### src/rtl/rv32_stim_gen.sv
// Random RV32I instruction stimulus generator: warm-up NOPs, then LFSR-driven
// R/I/load words with optional rs1 hazards drawn from recent destinations.
module rv32_stim_gen #(
  parameter logic [63:0] SEED          = 64'd737,
  parameter logic [2:0]  MODE_MASK     = 3'b001,
  parameter logic [4:0]  REG_MASK      = 5'h1F,
  parameter int          HIST_DEPTH    = 4,
  parameter int          WARMUP        = 3,
  parameter int          NUM_INSTR     = 100,
  parameter logic [11:0] LOAD_IMM_MASK = 12'hFFF,
  localparam int         CNT_W         = (NUM_INSTR > 0) ? $clog2(NUM_INSTR + 1) : 1
) (
  input  logic             clk,
  input  logic             reset_n,
  input  logic             start,
  input  logic             hazard_en,
  input  logic             instr_ready,
  output logic [31:0]      instr,
  output logic             instr_valid,
  output logic [CNT_W-1:0] count,
  output logic             done
);
  localparam logic [31:0] NOP      = 32'h00000013;
  localparam logic [63:0] SEED_EFF = (SEED == 64'd0) ? 64'd1 : SEED;
  localparam logic [2:0]  MM       = (MODE_MASK == 3'b000) ? 3'b001 : MODE_MASK;
  localparam int          WC_W     = (WARMUP > 0) ? $clog2(WARMUP + 1) : 1;
  localparam logic [WC_W-1:0]  WARM_LAST = WC_W'(WARMUP - 1);
  localparam logic [CNT_W-1:0] CNT_LAST  = CNT_W'(NUM_INSTR - 1);
  localparam logic [2:0]  HD       = 3'(HIST_DEPTH);

  typedef enum logic [1:0] {S_IDLE, S_WARMUP, S_RUN, S_DONE} state_t;
  typedef enum logic [1:0] {K_R, K_I, K_L} kind_t;

  localparam kind_t K_LOW = MM[0] ? K_R : (MM[1] ? K_I : K_L);

  state_t           state_q, state_d;
  logic [63:0]      lfsr_q;
  logic [CNT_W-1:0] count_q;
  logic [WC_W-1:0]  wcnt_q;
  logic [4:0]       hist_q [4];
  logic [2:0]       hist_cnt_q;
  logic             acc, start_ok;

  logic [4:0]  rs1, rs2, rd;
  logic [2:0]  f3;
  logic [11:0] imm, imm_i;
  logic [1:0]  hidx;
  logic [6:0]  f7;
  kind_t       kind;
  logic [31:0] run_word;

  // Decode of the current LFSR state into one instruction word
  always_comb begin
    rs1  = lfsr_q[4:0]   & REG_MASK;
    rs2  = lfsr_q[9:5]   & REG_MASK;
    rd   = lfsr_q[14:10] & REG_MASK;
    f3   = lfsr_q[17:15];
    imm  = lfsr_q[29:18];
    hidx = 2'(32'(lfsr_q[34:33]) % HIST_DEPTH);
    if ({1'b0, hidx} >= hist_cnt_q) hidx = 2'(hist_cnt_q - 3'd1);
    if (hazard_en && lfsr_q[32] && (hist_cnt_q != 3'd0)) rs1 = hist_q[hidx];

    case (lfsr_q[31:30])
      2'd2:    kind = K_I;
      2'd3:    kind = K_L;
      default: kind = K_R;
    endcase
    if (!MM[kind]) kind = K_LOW;

    f7 = (((f3 == 3'd0) || (f3 == 3'd5)) && imm[10]) ? 7'h20 : 7'h00;
    // Shift immediates keep only shamt plus the arithmetic-select bit
    case (f3)
      3'd5:    imm_i = imm & 12'h41F;
      3'd1:    imm_i = imm & 12'h01F;
      default: imm_i = imm;
    endcase

    case (kind)
      K_I:     run_word = {imm_i, rs1, f3, rd, 7'b0010011};
      K_L:     run_word = {imm & LOAD_IMM_MASK, rs1, f3 & 3'b100, rd, 7'b0000011};
      default: run_word = {f7, rs2, rs1, f3, rd, 7'b0110011};
    endcase
  end

  always_comb begin
    instr       = NOP;
    instr_valid = 1'b0;
    case (state_q)
      S_WARMUP: instr_valid = 1'b1;
      S_RUN: begin
        instr_valid = 1'b1;
        instr       = run_word;
      end
      default: ;
    endcase
  end

  assign acc      = instr_valid & instr_ready;
  assign start_ok = start && ((state_q == S_IDLE) || (state_q == S_DONE));
  assign done     = (state_q == S_DONE);
  assign count    = count_q;

  always_comb begin
    state_d = state_q;
    case (state_q)
      S_IDLE, S_DONE:
        if (start)
          state_d = (WARMUP > 0) ? S_WARMUP : ((NUM_INSTR > 0) ? S_RUN : S_DONE);
      S_WARMUP:
        if (acc && (wcnt_q == WARM_LAST))
          state_d = (NUM_INSTR > 0) ? S_RUN : S_DONE;
      S_RUN:
        if (acc && (count_q == CNT_LAST)) state_d = S_DONE;
      default: state_d = S_IDLE;
    endcase
  end

  // The LFSR is deliberately untouched by start so runs continue the sequence
  always_ff @(posedge clk or negedge reset_n) begin
    if (!reset_n) begin
      state_q    <= S_IDLE;
      lfsr_q     <= SEED_EFF;
      count_q    <= '0;
      wcnt_q     <= '0;
      hist_cnt_q <= '0;
    end else begin
      state_q <= state_d;
      if (start_ok) begin
        count_q    <= '0;
        wcnt_q     <= '0;
        hist_cnt_q <= '0;
      end else if (acc && (state_q == S_WARMUP)) begin
        wcnt_q <= wcnt_q + WC_W'(1);
      end else if (acc && (state_q == S_RUN)) begin
        count_q <= count_q + CNT_W'(1);
        lfsr_q  <= {lfsr_q[62:0], lfsr_q[63] ^ lfsr_q[62] ^ lfsr_q[60] ^ lfsr_q[59]};
        if (hist_cnt_q != HD) hist_cnt_q <= hist_cnt_q + 3'd1;
      end
    end
  end

  // History contents need no reset: hist_cnt_q gates every read
  always_ff @(posedge clk) begin
    if (acc && (state_q == S_RUN)) begin
      hist_q[0] <= rd;
      for (int i = 1; i < 4; i++) hist_q[i] <= hist_q[i-1];
    end
  end
endmodule

### config.mk
export PLATFORM = sky130hd
export DESIGN_NAME = rv32_stim_gen
export DESIGN_NICKNAME = d
export VERILOG_FILES = /design/src/rtl/rv32_stim_gen.sv
export SDC_FILE = /design/constraint.sdc
export NUM_CORES = 1
export LEC_CHECK = 0
export CELL_PAD_IN_SITES_DETAIL_PLACEMENT = 0
export CELL_PAD_IN_SITES_GLOBAL_PLACEMENT = 1
export CORE_MARGIN = 10
export CORE_UTILIZATION = 46
export CTS_CLUSTER_DIAMETER = 120
export DETAILED_ROUTE_END_ITERATION = 7
export PLACE_DENSITY = 0.83
export SLEW_MARGIN = 30
export SYNTH_ARGS = -nofsm -noshare
export SYNTH_HDL_FRONTEND = slang
export SYNTH_SLANG_ARGS = --single-unit
### constraint.sdc
create_clock -name clk -period 2.8 [get_ports clk]
set_clock_uncertainty 0.1 [all_clocks]
set_input_delay 0.28 -clock clk [delete_from_list [all_inputs] [get_ports clk]]
set_output_delay 0.28 -clock clk [all_outputs]
set_load 0.01 [all_outputs]
# Word-level counts from Yosys, hierarchy flattened
# Memory sizes are Yosys's and may differ from the RTL's.
# Cells that the tools add are included.
dict set report word_totals {
  register_bits 78
  ramBits 20
  in_bits 5
  out_inout_bits 41
  wordCells 82
  n_memories 1
}
# name words width rd rd_ports_with_merged_regs wr line_no
set mem_list {}
lappend mem_list {hist_q 4 5 4 0 4 40} ;# logic [4:0] hist_q [4];
dict set report classes {
  addsub 4
  magnitude_cmp 2
  n_eq_ne 16
  mux 26
  n_bitwise 6
  n_reduce_logical 22
}
# cell count
set ops {}
lappend ops {{$pmux W32 S2} 1}
lappend ops {{$mux W32} 1}
lappend ops {{$pmux W12 S2} 1}
lappend ops {{$mux W7} 3}
lappend ops {{$mux W2} 7}
lappend ops {{$eq A2 B2 Y1 const B} 6}
lappend ops {{$mux W3} 4}
lappend ops {{$reduce_and A3 Y1} 3}
lappend ops {{$logic_and A1 B1 Y1} 8}
lappend ops {{$ne A2 B2 Y1 const B} 4}
lappend ops {{$add A7 B1 Y7 const B} 1}
lappend ops {{$eq A7 B7 Y1 const B} 1}
lappend ops {{$mux W6} 1}
lappend ops {{$pmux W2 S3} 1}
lappend ops {{$reduce_bool A2 Y1} 3}
lappend ops {{$mux W5} 1}
lappend ops {{$eq A2 B1 Y1 const B} 2}
lappend ops {{$mux W1} 4}
lappend ops {{$pmux W2 S2} 1}
lappend ops {{$reduce_or A2 Y1} 2}
lappend ops {{$add A3 B1 Y3 const B} 1}
lappend ops {{$eq A3 B1 Y1 const B} 1}
lappend ops {{$eq A3 B3 Y1 const B} 1}
lappend ops {{$ge A2 B3 Y1} 1}
lappend ops {{13 further kinds} 17}

# Depth between registers and ports, before layout
dict set report logic_depth {
  ltp_word 8
  ltp_mapped 10
  ltp_nobuf 7
}

# Worst setup path before layout
# OpenSTA, ideal clock, no wires.
dict set report synth_timing {
  path_kind {register -> register}
  from {reg state_q[0]}
  to {reg lfsr_q[35]}
  setup_ps 125
  t_arrival_ps 2231
  required_time_ps 2575
  path_slack_ps 344
  stages_incl_launch_ff 9
  n_path_buf 2
  synth_period_minus_slack_ps 2456
  cell_sequence {dfrtp_1 > inv_1 > ha_1 > and2_2 > a21boi_4 > and2b_1 > buf_6 > buf_6 > mux2_2}
}
dict set report synth_via {
  elab_chain_cells 7
  elab_cells_between_ends 14
  classes_between {3 x eq/ne; 1 x mux; 3 x bitwise; 7 x reduce/logical}
}
# item line_no
set synth_lines {}
lappend synth_lines {{from (decl)} 36} ;# state_t state_q, state_d;
lappend synth_lines {{from (signal assigned)} 127} ;# state_q <= state_d;
lappend synth_lines {{$eq A2 B1 Y1 / $eq A2 B2 Y1 (equally long branches)} {88, 132, 134}}
lappend synth_lines {{$reduce_or A2 Y1 (no line)} n/a}
lappend synth_lines {{$mux W1} 88} ;# case (state_q)
lappend synth_lines {{$and A1 B1 Y1} 98} ;# assign acc = instr_valid & instr_ready;
lappend synth_lines {{$logic_and A1 B1 Y1} 132} ;# end else if (acc && (state_q == S_WARMUP)) begin
lappend synth_lines {{$not A1 Y1 (no line)} n/a}
lappend synth_lines {{$reduce_and A3 Y1 (no line) *} n/a}
lappend synth_lines {{to (signal assigned)} 136} ;# lfsr_q <= {lfsr_q[62:0], lfsr_q[63] ^ lfsr_q[62] ^ lfsr_q[60] ^ lfsr_q[59]};
lappend synth_lines {{to (decl)} 37} ;# logic [63:0] lfsr_q;
# Every way passes the cells marked *; elsewhere a longest branch is shown, timed or not.
# A chain may end at the register's enable or synchronous reset.

# Worst setup path in the final report
dict set report layout_timing {
  from {reg hist_cnt_q[0]}
  to {out instr[18]}
}
dict set report layout_via {
  elab_chain_cells 6
  elab_cells_between_ends 9
  classes_between {1 x add/sub; 1 x order compare; 4 x mux; 2 x reduce/logical; 1 x memory}
}
# item line_no
set layout_lines {}
lappend layout_lines {{from (decl)} 41} ;# logic [2:0] hist_cnt_q;
lappend layout_lines {{from (signal assigned)} 137} ;# if (hist_cnt_q != HD) hist_cnt_q <= hist_cnt_q + 3'd1;
lappend layout_lines {{$ge A2 B3 Y1 / $sub A2 B1 Y2 (equally long branches)} 60} ;# if ({1'b0, hidx} >= hist_cnt_q) hidx = 2'(hist_cnt_q - 3'd1);
lappend layout_lines {{$mux W2} 60}
lappend layout_lines {{$mem_v2 Z4 W5} n/a}
lappend layout_lines {{$mux W5 *} 61} ;# if (hazard_en && lfsr_q[32] && (hist_cnt_q != 3'd0)) rs1 = hist_q[hidx];
lappend layout_lines {{$pmux W32 S2 *} 78} ;# case (kind)
lappend layout_lines {{$mux W32 *} 88}
lappend layout_lines {{to (decl)} 18} ;# output logic [31:0] instr,
# Marks and branches as above.

==> impl_results.md <==
* Max-Cap Viols at 0
* Core Region at about 9300 µm²
* Reg-to-Reg End: lfsr_q[19]
* GR Overflow Total at 0
* CTS Buf Count at 9
* Worst path slowest cell: dfrtp_1
* Antenna cells at 0
* Layout area overhead at 17.8%
* Number of flops mapped to enable cells by yosys at 20
* Seq cells post-synth at just under 100
* CTS Buffer Depth at 2
* Hold Startpoint: hist_q[2][3]
* Setup Total Neg Slack at -0.0225 ns
* Ys Warns at 0
* Critical Path RT at around 2.4 ns
* CTS tree: built
* Die Height at around 120 µm
* Layout Nets at just over 400
* Vias/cell at ~5
* Most frequent cells in the layout: dfrtp_1 (73), mux2_2 (59), clkdlybuf4s50_1 (28), nand2_1 (21), edfxtp_1 (20)
* Worst EP arrival at ~2.4 ns
* Num Clock Sinks at between 90 and 100
* Worst Path Buf+Inv at 3
* Clk_lat worst skew at around 0.36 ns
* Largest net degree at the start of global routing at 79
* Final Critical Period at 2.82 ns
* Global-route wire length before repair at between 10 and 15 mm
* H-tree depth at 3
* Status: complete, but fails checks
* Failing checks: negative setup slack
* Netlist area before placement at about 4400 µm²
* Synth Area per Inst at approximately 13 µm²
* Initial core utilization at 0.477
* Relative slew slack at 0.534
* Synthesized instance count at about 340
* Die area at ~14000 µm²
* Drt initial violations at 111
* Peak VDD IR at around 0.00033 V
* Number of global-route vias before repair at 2669
* Clk pin slew, worst setup/hold paths at roughly 0.1 ns
* DRT Pass-1 Iters at 4
* Worst path max stage delay at 0.43 ns
* Final core utilization at 0.562
* CP Launch Type: flip-flop
* Power density cells at roughly 800 nW/µm²
* Most used cell, CP: buf_4
* CP endpoint kind: primary output
* Post-synth top flop: dfrtp_1
* IO Port Bufs at 34
* Unrepaired setup endpoints after global routing: yes
* Detail Route Antenna Nets at 0
* Unique cell type count in the Yosys netlist at 40
* Worst-Margin Slew at 0.699 ns
* Routed WL at 7.99 mm
* Final hold vios at 0
* CP Class: flip-flop to primary output
* Crit Reg-Reg Startpoint: state_q[0]
* Reg2reg path depth at 7
* Leakage power at between 2 and 2.5 nW
* Post-synthesis sequential area ratio at 0.578
* Number of antenna violations at the first check in global routing at 0
* Residual DRC count at 0
* Layout cells sized above 1 at 0.292
* WL/cell at ~15 µm
* Asr flop ratio synth at 0.796
* CP max FO at 4
* Routed vias at 2612
* Period Utilization, post-route at 1.01
* Floorplan row count at 35
* Most common cell after layout, fill and taps aside: dfrtp_1
* Worst Hold End: hist_q[3][3]
* Final slew viol count at 0
* Top Ports at 46
* Hold path depth at 0
* GPL Wtd Cong at a little under 0.8
* Crit path max-delay family: multiplexers
* Die Wd at 118 µm
* Root Driver: clkbuf_8
* Hpwl dp at between 5 and 6 mm
* # setup viols final at 1
* Reg2reg setup slack at between 0.3 and 0.4 ns
* Final setup margin at -0.0225 ns
* Crit path cell chain: ha_4, nor3b_2, nor3_2, mux2i_2, buf_4, buf_4, mux2i_1, o221ai_1, buf_2
* All-Layer GR Usage at 0.116
* F_max at 354 MHz
* Hold WC Path Type: flip-flop to flip-flop
==> where the power goes <==
part / internal (mW) / leakage [nW] / switching (mW) / total, mW
clock network: 0.347 / 0.0947 / 0.535 / 0.882
registers: 1.70 / 1.23 / 0.157 / 1.86
logic: 0.815 / 1.00 / 0.743 / 1.56
==> cells by family after synthesis <==
family | synth area share
buf+inv | 0.0435
simple gates | 0.0874
flops | 0.578
compound gates | 0.0467
other cells | 0.00170
mux | 0.184
xor+xnor | 0.0218
fa+ha+maj | 0.0368
==> flip-flops by register name, summed over array words and instances (netlist names) <==
signal,count
state_q,2
hist_cnt_q,3
lfsr_q,64
count,7
wcnt_q,2
hist_q,20
==> final cells by class <==
class / count / area, µm²
clock buffers: 9 / 124
clock inverters: 7 / 65.1
fillers: 798 / 4070
inverters: 13 / 48.8
multi-input cells: 214 / 1730
flip-flops and latches: 98 / 2560
well taps: 129 / 161
repair buffers: 53 / 526
==> synth_stat cells (all sizes together), types with 2 or more instances <==
library cell  instances  area, µm²
xnor2                 8       70.1
mux2i                15        150
mux2                 59        664
ha                   13        163
conb                  2       7.51
buf                  14        133
nor3b                 6       45.0
nand2                21       78.8
xor2                  3       26.3
o221ai                5       43.8
dfstp                 5        131
edfxtp               20        601
nor3                  5       25.0
nor2                 19       71.3
inv                  13       48.8
clkbuf                3       11.3
nand2b                3       18.8
a21oi                12       63.8
dfrtp                73       1830
nand4                 3       18.8
o21ai                 5       25.0
and2                 14       88.8
==> per-stage QoR <==
| step | power [mW] | cells | hold slack [ns] | instance area, µm² | setup slack [ns] |
|---|---|---|---|---|---|
| 2_1_floorplan | 2.79 | 342 | -0.116 | 4450 | 0.344 |
| 3_3_place_gp | 3.18 | 499 | 0.334 | 4930 | 0.0843 |
| 3_5_place_dp | 3.22 | 499 | 0.339 | 4930 | 0.0235 |
| 4_1_cts | 4.27 | 521 | 0.365 | 5180 | -0.00917 |
| 5_1_grt | 4.56 | 523 | 0.381 | 5210 | -0.166 |
| 6_report | 4.30 | 523 | 0.361 | 5210 | -0.0225 |
==> repair_timing <==
item | in CTS | in global routing
pin swaps | 1 | 2
hold buffers | 1 | 0
setup buffers | 4 | 2
setup endpoints to repair | 5 | 7
gates resized for setup | 24 | 6
gates cloned | 1 | 0
hold endpoints to repair | 4 | 0
==> metal layers <==
metal  vias up  track usage  part of all wire
li1       1275            -                 -
met3         6       0.0398             0.045
met2        41        0.175              0.47
met1      1290        0.153              0.48
met5         -            0                 0
met4         0       0.0348            0.0081
==> worst max path at each step <==
stage                              from          to  slack [ns]  cells after the start
after floorplan              state_q[0]  lfsr_q[35]        0.34                      8
after global placement       lfsr_q[33]   instr[16]        0.08                      9
after detailed placement     lfsr_q[33]   instr[18]        0.02                      9
after CTS                 hist_cnt_q[1]   instr[17]      -0.009                     10
after global routing      hist_cnt_q[0]   instr[17]       -0.17                      9
final                     hist_cnt_q[0]   instr[18]       -0.02                      9
Note: power is estimated with default switching activity, not from simulation.
